### src/rtl/tlb_entry_writer.sv
`default_nettype none
// ============================================================================
//  Module      : tlb_entry_writer
//  Description : Snapshots the TLB CSRs on TLBWR/TLBFILL commit and drives
//                one formatted entry write into the TLB array.
//  Revision    : 1.0 - initial release
// ============================================================================
module tlb_entry_writer #(
    parameter int TLB_NUM = 16,
    parameter int IDX_W   = 4
) (
    input  logic              clk,
    input  logic              rst,
    input  logic              tlbwr_req,
    input  logic              tlbfill_req,
    input  logic [31:0]       csr_tlbidx,
    input  logic [31:0]       csr_tlbehi,
    input  logic [31:0]       csr_tlbelo0,
    input  logic [31:0]       csr_tlbelo1,
    input  logic [9:0]        csr_asid,
    input  logic [5:0]        csr_estat_ecode,
    input  logic              tlb_w_ready,
    output logic              busy,
    output logic              done,
    output logic              tlb_we,
    output logic [IDX_W-1:0]  tlb_w_index,
    output logic              tlb_w_e,
    output logic [18:0]       tlb_w_vppn,
    output logic [5:0]        tlb_w_ps,
    output logic [9:0]        tlb_w_asid,
    output logic              tlb_w_g,
    output logic [19:0]       tlb_w_ppn0,
    output logic [19:0]       tlb_w_ppn1,
    output logic [1:0]        tlb_w_plv0,
    output logic [1:0]        tlb_w_plv1,
    output logic [1:0]        tlb_w_mat0,
    output logic [1:0]        tlb_w_mat1,
    output logic              tlb_w_d0,
    output logic              tlb_w_d1,
    output logic              tlb_w_v0,
    output logic              tlb_w_v1
);

    localparam logic [5:0]       C_ECODE_TLBR = 6'h3F;
    localparam logic [IDX_W-1:0] C_FILL_LAST  = IDX_W'(TLB_NUM - 1);

    typedef enum logic [1:0] {
        ST_IDLE  = 2'd0,
        ST_WRITE = 2'd1,
        ST_DONE  = 2'd2
    } state_t;

    state_t           r_state;
    state_t           w_state_nxt;
    logic [IDX_W-1:0] r_fill_cnt;
    logic             w_capture;

    // Bits of the CSRs that are not part of a TLB entry.
    logic w_unused;
    assign w_unused = ^{csr_tlbidx[30], csr_tlbidx[23:IDX_W], csr_tlbehi[12:0],
                        csr_tlbelo0[31:28], csr_tlbelo0[7],
                        csr_tlbelo1[31:28], csr_tlbelo1[7]};

    assign w_capture = (r_state == ST_IDLE) && (tlbwr_req || tlbfill_req);

    always_ff @(posedge clk) begin
        if (rst) begin
            r_state <= ST_IDLE;
        end else begin
            r_state <= w_state_nxt;
        end
    end

    always_comb begin
        w_state_nxt = r_state;
        case (r_state)
            ST_IDLE:  if (tlbwr_req || tlbfill_req) w_state_nxt = ST_WRITE;
            ST_WRITE: if (tlb_w_ready)              w_state_nxt = ST_DONE;
            ST_DONE:  w_state_nxt = ST_IDLE;
            default:  w_state_nxt = ST_IDLE;
        endcase
    end

    // Round-robin victim pointer for TLBFILL, free-running in every state.
    always_ff @(posedge clk) begin
        if (rst) begin
            r_fill_cnt <= '0;
        end else if (r_fill_cnt == C_FILL_LAST) begin
            r_fill_cnt <= '0;
        end else begin
            r_fill_cnt <= r_fill_cnt + 1'b1;
        end
    end

    always_ff @(posedge clk) begin
        if (rst) begin
            tlb_w_index <= '0;
            tlb_w_e     <= 1'b0;
            tlb_w_vppn  <= '0;
            tlb_w_ps    <= '0;
            tlb_w_asid  <= '0;
            tlb_w_g     <= 1'b0;
            tlb_w_ppn0  <= '0;
            tlb_w_ppn1  <= '0;
            tlb_w_plv0  <= '0;
            tlb_w_plv1  <= '0;
            tlb_w_mat0  <= '0;
            tlb_w_mat1  <= '0;
            tlb_w_d0    <= 1'b0;
            tlb_w_d1    <= 1'b0;
            tlb_w_v0    <= 1'b0;
            tlb_w_v1    <= 1'b0;
        end else if (w_capture) begin
            // TLBWR wins when both commit together.
            tlb_w_index <= tlbwr_req ? csr_tlbidx[IDX_W-1:0] : r_fill_cnt;
            tlb_w_e     <= (csr_estat_ecode == C_ECODE_TLBR) ? 1'b1 : ~csr_tlbidx[31];
            tlb_w_vppn  <= csr_tlbehi[31:13];
            tlb_w_ps    <= csr_tlbidx[29:24];
            tlb_w_asid  <= csr_asid;
            tlb_w_g     <= csr_tlbelo0[6] & csr_tlbelo1[6];
            tlb_w_ppn0  <= csr_tlbelo0[27:8];
            tlb_w_ppn1  <= csr_tlbelo1[27:8];
            tlb_w_plv0  <= csr_tlbelo0[3:2];
            tlb_w_plv1  <= csr_tlbelo1[3:2];
            tlb_w_mat0  <= csr_tlbelo0[5:4];
            tlb_w_mat1  <= csr_tlbelo1[5:4];
            tlb_w_d0    <= csr_tlbelo0[1];
            tlb_w_d1    <= csr_tlbelo1[1];
            tlb_w_v0    <= csr_tlbelo0[0];
            tlb_w_v1    <= csr_tlbelo1[0];
        end
    end

    assign tlb_we = (r_state == ST_WRITE);
    assign done   = (r_state == ST_DONE);
    assign busy   = (r_state != ST_IDLE);

endmodule
`default_nettype wire

### config.mk
export PLATFORM = sky130hd
export DESIGN_NAME = tlb_entry_writer
export DESIGN_NICKNAME = d
export VERILOG_FILES = /design/src/rtl/tlb_entry_writer.sv
export SDC_FILE = /design/constraint.sdc
export NUM_CORES = 1
export LEC_CHECK = 0
export CORE_MARGIN = 3
export CORE_UTILIZATION = 33
export DETAILED_ROUTE_END_ITERATION = 6
export GPL_ROUTABILITY_DRIVEN = 0
export PLACE_DENSITY = 0.77
export SYNTH_ARGS = -nofsm -noshare
export SYNTH_HDL_FRONTEND = slang
export SYNTH_SLANG_ARGS = --single-unit
### constraint.sdc
create_clock -name clk -period 1.29 [get_ports clk]
set_clock_uncertainty 0.05 [all_clocks]
set_input_delay 0.258 -clock clk [delete_from_list [all_inputs] [get_ports clk]]
set_output_delay 0.258 -clock clk [all_outputs]
set_load 0.05 [all_outputs]
After elaboration in Yosys (flattened, before gate mapping)
Cells that the tools add are included.

Bits in registers: 99. Bits of input ports: 149. Output and inout port bits: 96.

Add/subtract/negate cells: 1. Equality and inequality tests: 6. Mux-type cells: 5. Bitwise logic cells: 2. Reduce and logical (&&, ||, !) cells: 6.

Operators with widths (count): $eq 6x6->1 const B (1); $add 4x1->4 const B (1); $eq 4x4->1 const B (1); $mux 2 (2); $mux 4 (1); $pmux 2 s2 (1); $eq 2x1->1 const B (1); $eq 2x2->1 const B (1); $logic_not 2->1 (1); $ne 2x1->1 const B (1); $ne 2x2->1 const B (1); $reduce_and 2->1 (1); $reduce_bool 2->1 (1); $reduce_or 2->1 (1); $and 1x1->1 (1); $logic_and 1x1->1 (1); $logic_or 1x1->1 (1); $mux 1 (1); $not 1->1 (1).

Longest topological paths before layout
Gate-level depths: netlist of the first run.

Word-level depth: 3. Mapped depth: 7. Gate-level depth less buffers: 4.

Worst setup path after synthesis of the first run
OpenSTA, ideal clock, no wires.

Path kind: reg2reg. Start: register r_state[1]. End: register tlb_w_asid[7]. Setup time: 70 ps. Arrival time: 1416 ps. Data required time: 1170 ps. Setup slack: -246 ps. Cell stages (with the launch flop): 6. Buffers on the path: 1. Clock period less this slack: 1536 ps. Path through: dfxtp_1 -> nor2_2 -> inv_2 -> clkbuf_1 -> o21ai_0 -> a21oi_1.

Cells in the longest elaborated chain, start to end: 2.

RTL lines: from (decl) (line 53) `state_t r_state;`; from (signal assigned) (line 70) `r_state <= w_state_nxt;`; $logic_not 2->1 (line 64) `assign w_capture = (r_state == ST_IDLE) && (tlbwr_req || tlbfill_req);`; $logic_and 1x1->1 (line 64); to (signal assigned) (line 119) `tlb_w_asid <= csr_asid;`; to (decl) (line 30) `output logic [9:0] tlb_w_asid,`.

Every way passes these cells. A chain may end at the register's enable or synchronous reset.

Final worst setup path of the first run
Start: register r_state[0]. End: output port tlb_we.

Cells in the longest elaborated chain, start to end: 1.

RTL lines: $eq 2x1->1 (line 134) `assign tlb_we = (r_state == ST_WRITE);`; to (decl) (line 25) `output logic tlb_we,`.

Every way passes these cells.

==> reports/summary.json, run 1 <==
{
  "count_of_pins_over_their_slew_limit": {"value": 0},
  "timing.critical_path.to_type": {"value": "primary output"},
  "average_footprint_of_a_synthesized_cell": {"value": 8.47, "unit": "um^2"},
  "final_wirelength": {"value": 15.4, "unit": "mm"},
  "start_util": {"value": 0.345},
  "layout_commonest_cell": {"value": "buf_12"},
  "antenna_violating_nets_post_route": {"value": 0},
  "layout.nets": {"value": 809},
  "r2r_slack": {"value": -0.12, "unit": "ns"},
  "violations": {"value": "negative setup slack"},
  "design.portCount": {"value": 245},
  "clkTransAtPathRegs": {"value": 0.07, "unit": "ns"},
  "gr-total-overflow": {"value": 0},
  "global_route_wire_length_before_repair": {"value": 21.4, "unit": "mm"},
  "final_number_of_setup_violating_endpoints": {"value": 61},
  "worstRegToRegCells": {"value": 7},
  "nFillCells": {"value": 783},
  "post-synth-top-area-cell": {"value": "dfxtp_1"},
  "ys_dominant_reg_cell": {"value": "dfxtp_1"},
  "cts-buffers-inserted": {"value": 9},
  "antenna_found_initial": {"value": 0},
  "achievable-frequency": {"value": 0.691, "unit": "GHz"},
  "die_area": {"value": 12900, "unit": "um^2"},
  "first_global_vias": {"value": 4279},
  "synth_top_cell_area_share": {"value": 0.518},
  "worst_path_class_setup": {"value": "register to primary output"},
  "synth_async_sr_flop_share": {"value": 0},
  "share_comb_of_total_power": {"value": 0.372},
  "multi_input_area": {"value": 1830, "unit": "um^2"},
  "syn-num-nets": {"value": 602},
  "final.period_utilization": {"value": 1.12},
  "vdd_drop_max": {"value": 0.000806, "unit": "V"},
  "max_cap_check_violation_count": {"value": 0},
  "num_antenna_cells": {"value": 0},
  "worst_endpoint_required_time": {"value": 0.98, "unit": "ns"},
  "post_layout_instance_count_excluding_filler_cells": {"value": 804},
  "global_route.usage.total": {"value": 0.206},
  "yosys_warnings": {"value": 0},
  "post_drt_wl_per_cell": {"value": 19.1, "unit": "um"},
  "detailedPlacementHpwl": {"value": 9.65, "unit": "mm"},
  "critPathLaunch": {"value": "r_state[0]$_SDFFE_PP0P_"},
  "dieWidth": {"value": 114, "unit": "um"},
  "p_int": {"value": 6510, "unit": "uW"},
  "placement_rows": {"value": 38},
  "place.port_buffers": {"value": 200},
  "endpoint_of_the_most_critical_register_to_register_path": {"value": "tlb_w_ppn1[5]$_SDFFE_PP0P_"},
  "commonest_cells_after_routing_fill_and_taps_aside": {"value": "109 x buf_12, 101 x clkdlybuf4s50_1, 97 x dfxtp_1"},
  "cts_tree": {"value": "done"},
  "setup_repair_after_global_routing_missed_its_margin": {"value": "yes"},
  "finalHoldViolCount": {"value": 0},
  "ys_types": {"value": 28},
  "finalWorstSetupSlack": {"value": -0.157, "unit": "ns"},
  "seq_area": {"value": 1990, "unit": "um^2"},
  "critical_path_peak_fanout": {"value": 2},
  "cp-start-kind": {"value": "register"},
  "h_tree_depth": {"value": 3},
  "post-place-cells": {"value": 761},
  "tightest_slew": {"value": 0.303, "unit": "ns"},
  "ctsRootBufferMaster": {"value": "clkbuf_16"},
  "max-clock-path-buffers": {"value": 2},
  "tritoncts_num_sinks": {"value": 99},
  "hold_class": {"value": "input pin to register"},
  "clock_power_share": {"value": 0.262},
  "postSynthRegisterBits": {"value": 99},
  "maxSlewHeadroom": {"value": 0.798},
  "critical_path_arrival": {"value": 1.14, "unit": "ns"},
  "drtIter0Drc": {"value": 260},
  "synthToLayoutAreaGrowth": {"value": 109, "unit": "%"},
  "period_needed": {"value": 1.45, "unit": "ns"},
  "drt_pre_antenna_iters": {"value": 4},
  "netlist_instances": {"value": 452},
  "total_leakage_power": {"value": 0.00306, "unit": "uW"},
  "finish.utilization": {"value": 0.724},
  "drt_drc_violations_left": {"value": 0},
  "timing.hold.worst.start": {"value": "rst"},
  "status": {"value": "complete, but fails checks"},
  "power.density": {"value": 1220, "unit": "nW/um^2"},
  "synth-edff-count": {"value": 0},
  "pin_count_of_the_biggest_net_entering_global_routing": {"value": 48},
  "switchingPower": {"value": 3300, "unit": "uW"},
  "power.share.switching": {"value": 0.337},
  "p_seq_frac": {"value": 0.366},
  "synth_sequential_area_ratio": {"value": 0.518},
  "floorplan.die.height": {"value": 114, "unit": "um"},
  "netlist_area": {"value": 3830, "unit": "um^2"},
  "vias_per_cell": {"value": 5.44},
  "holdPathEnd": {"value": "tlb_w_index[3]$_SDFFE_PP0P_"},
  "core_region_area": {"value": 11100, "unit": "um^2"},
  "vias": {"value": 4375},
  "yosys-top-cells-area": {"value": "dfxtp_1 52%, a21oi_1 12%, o21ai_0 12%, nand3_1 12%, clkbuf_1 2.3%"},
  "timing.rr.start": {"value": "r_state[0]$_SDFFE_PP0P_"},
  "holdPathStages": {"value": 2},
  "clkLatencyLatePin": {"value": 0.33, "unit": "ns"},
  "post_route_cells_drive_above_1_share": {"value": 0.328}
}
flip-flops by register name (all words and copies together) (netlist names):
name,cells
tlb_w_ps,6
tlb_w_mat1,2
tlb_w_v1,1
tlb_w_vppn,19
tlb_w_mat0,2
tlb_w_d1,1
tlb_w_v0,1
tlb_w_plv0,2
tlb_w_ppn0,20
tlb_w_asid,10
tlb_w_ppn1,20
tlb_w_e,1
tlb_w_g,1
tlb_w_plv1,2
tlb_w_d0,1
r_state,2
tlb_w_index,4
r_fill_cnt,4
how the worst max path moves through the flow:
stage	depth (start not counted)	slack [ns]	end
4_1_cts	4	-0.17	busy
6_report	3	-0.16	tlb_we
3_3_place_gp	5	-0.38	tlb_w_asid[4]$_SDFFE_PP0P_
2_1_floorplan	7	0.007	tlb_w_ppn0[0]$_SDFFE_PP0P_
5_1_grt	3	-0.21	tlb_we
3_5_place_dp	5	-0.47	tlb_w_asid[2]$_SDFFE_PP0P_
cells in the mapped netlist (2+ instances only):
master and instances:
buf_4 2, nor2b_1 2, buf_6 6, mux2i_1 4, buf_2 15, a211oi_1 4
buf_1 5, nand3_1 88, clkbuf_1 23, o21ai_0 89, nor2_1 3, nor3b_1 2
inv_1 2, a21oi_1 95, dfxtp_1 99
area by class of cell:
cell class / count / share of cell area
inverter: 3 / 0.00172
timing repair buffer: 247 / 0.465
clock buffer: 9 / 0.0281
sequential: 99 / 0.248
clock inverter: 7 / 0.00749
multi-input combinational: 299 / 0.228
tap: 140 / 0.0219
power groups by stage:
| stage | logic (uW) | registers (uW) | clock network, uW |
|---|---|---|---|
| floorplan | 678 | 4320 | 0 |
| global placement | 2980 | 3620 | 0 |
| detailed placement | 3040 | 3640 | 0 |
| CTS | 3250 | 3570 | 2640 |
| global route | 3800 | 3620 | 2740 |
| finish | 3650 | 3590 | 2570 |
worst max-delay path, stage by stage (launching register included):
cell and delay, ns:
dfxtp_2 0.36, buf_4 0.13, nor2b_4 0.17, buf_12 0.15
routing by layer:
| layer | routed length [um] | vias up | global-route usage | share of wire |
|---|---|---|---|---|
| met5 | 0 | - | 0 | 0 |
| met4 | 558 | 0 | 0.0978 | 0.036 |
| met3 | 1180 | 40 | 0.0642 | 0.076 |
| met2 | 7970 | 171 | 0.367 | 0.52 |
| met1 | 5690 | 2125 | 0.221 | 0.37 |
| li1 | - | 2039 | - | - |
what timing repair did:
action | 4_1_cts | 5_1_grt
gates resized for setup | 54 | 88
pin swaps | 3 | 8
hold buffers | 0 | 0
setup endpoints to repair | 84 | 96
cloned | 3 | 10
buffers inserted | 9 | 5
per-stage QoR:
step	setup WS [ns]	power [uW]	hold WS (ns)	TNS, ns	instance area, um^2
2_1_floorplan	0.00731	4990	0.318	0	3840
3_3_place_gp	-0.379	6600	0.435	-29.47	6940
3_5_place_dp	-0.471	6680	0.454	-34.54	6940
4_1_cts	-0.166	9450	0.236	-0.775	7470
5_1_grt	-0.211	10200	0.254	-8.00	8020
6_report	-0.157	9820	0.254	-2.07	8020
kinds of logic (layout without fill, tap and decap cells):
| group | count (synthesis) | after routing | share of synthesized area |
|---|---|---|---|
| multiplexers | 4 | 4 | 0.0105 |
| AO/OA/AOI/OAI | 190 | 190 | 0.254 |
| adder cells (fa/ha/maj) | 1 | 1 | 0.00327 |
| buffers and inverters | 54 | 266 | 0.0716 |
| AND/OR/NAND/NOR | 103 | 103 | 0.141 |
| XOR/XNOR | 1 | 1 | 0.00229 |
| flip-flops | 99 | 99 | 0.518 |
Power figures use the tool's default switching activity.
==> run 2, diff against run 1 <==
--- a/config.mk
+++ b/config.mk
@@ -6,10 +6,10 @@
 export NUM_CORES = 1
 export LEC_CHECK = 0
 export CORE_MARGIN = 3
-export CORE_UTILIZATION = 33
+export CORE_UTILIZATION = 39
 export DETAILED_ROUTE_END_ITERATION = 6
 export GPL_ROUTABILITY_DRIVEN = 0
-export PLACE_DENSITY = 0.77
+export PLACE_DENSITY = 0.85
 export SYNTH_ARGS = -nofsm -noshare
 export SYNTH_HDL_FRONTEND = slang
 export SYNTH_SLANG_ARGS = --single-unit
==> constraint.sdc (replaced) <==
create_clock -name clk -period 1.74 [get_ports clk]
set_clock_uncertainty 0.05 [all_clocks]
set_input_delay 0.348 -clock clk [delete_from_list [all_inputs] [get_ports clk]]
set_output_delay 0.348 -clock clk [all_outputs]
set_load 0.05 [all_outputs]
==> run 2 against run 1 <==
Effect of this change: the run now ends clean; first-iteration DRC count down 23%; design area down 26%; largest cell class unchanged; register-to-register slack better by 0.44 ns; sequential share of layout area up 8.8 points; critical endpoint is now busy; final cell count down 5.5%; utilization down 9.4 points.
==> reports/summary.json, run 2 (synthesis results as in run 1) <==
{
  "status": {"value": "complete, no violations", "change": "was complete, but fails checks"},
  "worstPathBufferInverterCount": {"value": 2, "change": "unchanged"},
  "synthToLayoutAreaGrowth": {"value": 54.1, "unit": "%", "change": "was 109%"},
  "first_global_vias": {"value": 3756, "change": "was 4279"},
  "crit_path_cell_trace": {"value": "nor2_4, inv_6, buf_12", "change": "was buf_4, nor2b_4, buf_12"},
  "placement_rows": {"value": 35, "change": "was 38"},
  "max-clock-path-buffers": {"value": 2, "change": "unchanged"},
  "critPathLaunch": {"value": "r_state[1]$_SDFFE_PP0P_", "change": "was r_state[0]$_SDFFE_PP0P_"},
  "met3_usage": {"value": 0.0741, "change": "was 0.0642"},
  "finalHoldViolCount": {"value": 0, "change": "unchanged"},
  "seq_area": {"value": 1980, "unit": "um^2", "change": "was 1990 um^2"},
  "achievable-frequency": {"value": 0.624, "unit": "GHz"},
  "vias_per_cell": {"value": 5.34, "change": "was 5.44"},
  "finalWorstSetupSlack": {"value": 0.137, "unit": "ns", "change": "was -0.157 ns"},
  "final_design_area_no_fill": {"value": 5900, "unit": "um^2", "change": "was 8020 um^2"},
  "reg_top3": {"value": "tlb_w_ppn0 x20, tlb_w_ppn1 x20, tlb_w_vppn x19", "change": "unchanged"},
  "crit_slowest_cell": {"value": "dfxtp_1", "change": "was dfxtp_2"},
  "setup-tns-final": {"value": 0, "unit": "ns", "change": "was -2.07 ns"},
  "worst_endpoint_required_time": {"value": 1.34, "unit": "ns", "change": "was 0.98 ns"},
  "final_number_of_setup_violating_endpoints": {"value": 0, "change": "was 61"},
  "cp-start-kind": {"value": "register", "change": "unchanged"},
  "h_tree_depth": {"value": 3, "change": "unchanged"},
  "nFillCells": {"value": 828, "change": "was 783"},
  "critical-path-top-delay-family": {"value": "flip-flops", "change": "unchanged"},
  "global_route.usage.met1": {"value": 0.237, "change": "was 0.221"},
  "drt_pre_antenna_iters": {"value": 4, "change": "unchanged"},
  "cts-buffers-inserted": {"value": 9, "change": "unchanged"},
  "vdd_drop_max": {"value": 0.000410, "unit": "V", "change": "was 0.000806 V"},
  "tritoncts_num_sinks": {"value": 99, "change": "unchanged"},
  "period_needed": {"value": 1.60, "unit": "ns"},
  "multi_input_area": {"value": 1580, "unit": "um^2", "change": "was 1830 um^2"},
  "antenna_violating_nets_post_route": {"value": 0, "change": "unchanged"},
  "setup_repair_after_global_routing_missed_its_margin": {"value": "no", "change": "was yes"},
  "timing.critical_path.to_type": {"value": "primary output", "change": "unchanged"},
  "post_drt_wl_per_cell": {"value": 15.6, "unit": "um", "change": "was 19.1 um"},
  "top_usage_layer": {"value": "met2", "change": "unchanged"},
  "floorplan.die.height": {"value": 105, "unit": "um", "change": "was 114 um"},
  "dpl-instance-area": {"value": 5720, "unit": "um^2", "change": "was 6940 um^2"},
  "ctsRootBufferMaster": {"value": "clkbuf_8", "change": "was clkbuf_16"},
  "power.density": {"value": 958, "unit": "nW/um^2", "change": "was 1220 nW/um^2"},
  "core_region_area": {"value": 9370, "unit": "um^2", "change": "was 11100 um^2"},
  "global_route.usage.met2": {"value": 0.347, "change": "was 0.367"},
  "drt_drc_violations_left": {"value": 0, "change": "unchanged"},
  "totalPowerFinal": {"value": 5650, "unit": "uW", "change": "was 9820 uW"},
  "detailedPlacementHpwl": {"value": 8.14, "unit": "mm", "change": "was 9.65 mm"},
  "commonest_cells_after_routing_fill_and_taps_aside": {"value": "103 x clkdlybuf4s50_1, 103 x buf_4, 99 x dfxtp_1", "change": "was 109 x buf_12, 101 x clkdlybuf4s50_1, 97 x dfxtp_1"},
  "die_area": {"value": 11000, "unit": "um^2", "change": "was 12900 um^2"},
  "dieWidth": {"value": 105, "unit": "um", "change": "was 114 um"},
  "hold_class": {"value": "register to register", "change": "was input pin to register"},
  "layout.nets": {"value": 778, "change": "was 809"},
  "max_cap_check_violation_count": {"value": 0, "change": "unchanged"},
  "critical_path_arrival": {"value": 1.21, "unit": "ns", "change": "was 1.14 ns"},
  "vias": {"value": 4055, "change": "was 4375"},
  "num_antenna_cells": {"value": 0, "change": "unchanged"},
  "timing.hold.worst.start": {"value": "tlb_w_plv1[1]$_SDFFE_PP0P_", "change": "was rst"},
  "gr-total-overflow": {"value": 0, "change": "unchanged"},
  "drtIter0Drc": {"value": 200, "change": "was 260"},
  "delay_of_the_slowest_critical_path_stage": {"value": 0.40, "unit": "ns", "change": "was 0.36 ns"},
  "worstRegToRegCells": {"value": 4, "change": "was 7"},
  "final.period_utilization": {"value": 0.921},
  "cts_setup_buffers": {"value": 0, "change": "was 9"},
  "global_route_wire_length_before_repair": {"value": 18.6, "unit": "mm", "change": "was 21.4 mm"},
  "worst_path_class_setup": {"value": "register to primary output", "change": "unchanged"},
  "place.port_buffers": {"value": 200, "change": "unchanged"},
  "clkTransAtPathRegs": {"value": 0.09, "unit": "ns", "change": "was 0.07 ns"},
  "start_util": {"value": 0.408, "change": "was 0.345"},
  "count_of_pins_over_their_slew_limit": {"value": 0, "change": "unchanged"},
  "tightest_slew": {"value": 0.451, "unit": "ns", "change": "was 0.303 ns"},
  "holdPathStages": {"value": 2, "change": "unchanged"},
  "place_worst_setup_slack": {"value": -0.0722, "unit": "ns", "change": "was -0.471 ns"},
  "timing.rr.start": {"value": "r_state[1]$_SDFFE_PP0P_", "change": "was r_state[0]$_SDFFE_PP0P_"},
  "clkLatencyLatePin": {"value": 0.35, "unit": "ns", "change": "was 0.33 ns"},
  "cts_tree": {"value": "done", "change": "unchanged"},
  "antenna_found_initial": {"value": 1, "change": "was 0"},
  "worstSetupPathDepth": {"value": 3, "change": "unchanged"},
  "final_wirelength": {"value": 11.9, "unit": "mm", "change": "was 15.4 mm"},
  "maxSlewHeadroom": {"value": 0.699, "change": "was 0.798"},
  "total_leakage_power": {"value": 0.00237, "unit": "uW", "change": "was 0.00306 uW"},
  "global_route.usage.total": {"value": 0.202, "change": "was 0.206"},
  "pin_count_of_the_biggest_net_entering_global_routing": {"value": 100, "change": "was 48"},
  "post_route_cells_drive_above_1_share": {"value": 0.211, "change": "was 0.328"},
  "critical_path_peak_fanout": {"value": 32, "change": "was 2"},
  "holdBufCountCts": {"value": 0, "change": "unchanged"},
  "design.portCount": {"value": 245, "change": "unchanged"}
}
run 2: cell count changes in the layout (fill, tap and decap cells not counted), moves of 18 or more:
| cell | before | now |
|---|---|---|
| buf_12 | 109 | 9 |
| buf_4 | 19 | 103 |
| o21ai_0 | 35 | 89 |
| o21ai_2 | 25 | 0 |
| o21ai_1 | 23 | 0 |
| clkbuf_16 | 18 | 0 |
run 2: final cells by class:
class                           instances  share of cell area
Clock buffer                           10              0.0233
Multi-Input combinational cell        299               0.268
Inverter                                3             0.00276
Clock inverter                          4             0.00488
Sequential cell                        99               0.336
Timing Repair Buffer                  216               0.337
Tap cell                              129              0.0274
run 2: final timing paths:
check | endpoint | slack (ns)
hold / removal | tlb_w_plv1[1]$_SDFFE_PP0P_ | 0.43
setup reg to reg | tlb_w_index[1]$_SDFFE_PP0P_ | 0.32
hold reg to reg | tlb_w_plv1[1]$_SDFFE_PP0P_ | 0.43
setup / recovery | busy | 0.14
run 2: repair_timing:
action / CTS / global route
endpoints found under the hold margin: 0 / 0
setup endpoints to repair: 1 / 2
gates resized for setup: 1 / 2
run 2: metal layers:
layer  routed length (um)  vias up
met5                   13        -
met4                  207        2
met3                 1040       20
met2                 5910      171
met1                 4680     1897
li1                     -     1965
run 2: where the power goes:
part           total, uW  internal, uW  switching [uW]
combinational       1790           655            1140
sequential          2550          2450            95.0
clock               1310           544             764
run 2: tightest hold or removal path, stage by stage (launching register included):
cell     delay, ns
dfxtp_1       0.32
o21ai_0       0.06
a21oi_1       0.06
run 2: metrics by stage:
step                      hold WS [ns]  utilization  instances
after floorplan                  0.408            -        452
after CTS                        0.430        0.629        760
after global routing             0.449        0.629        760
final                            0.428        0.629        760
after detailed placement         0.417        0.611        746
after global placement           0.411        0.611        746
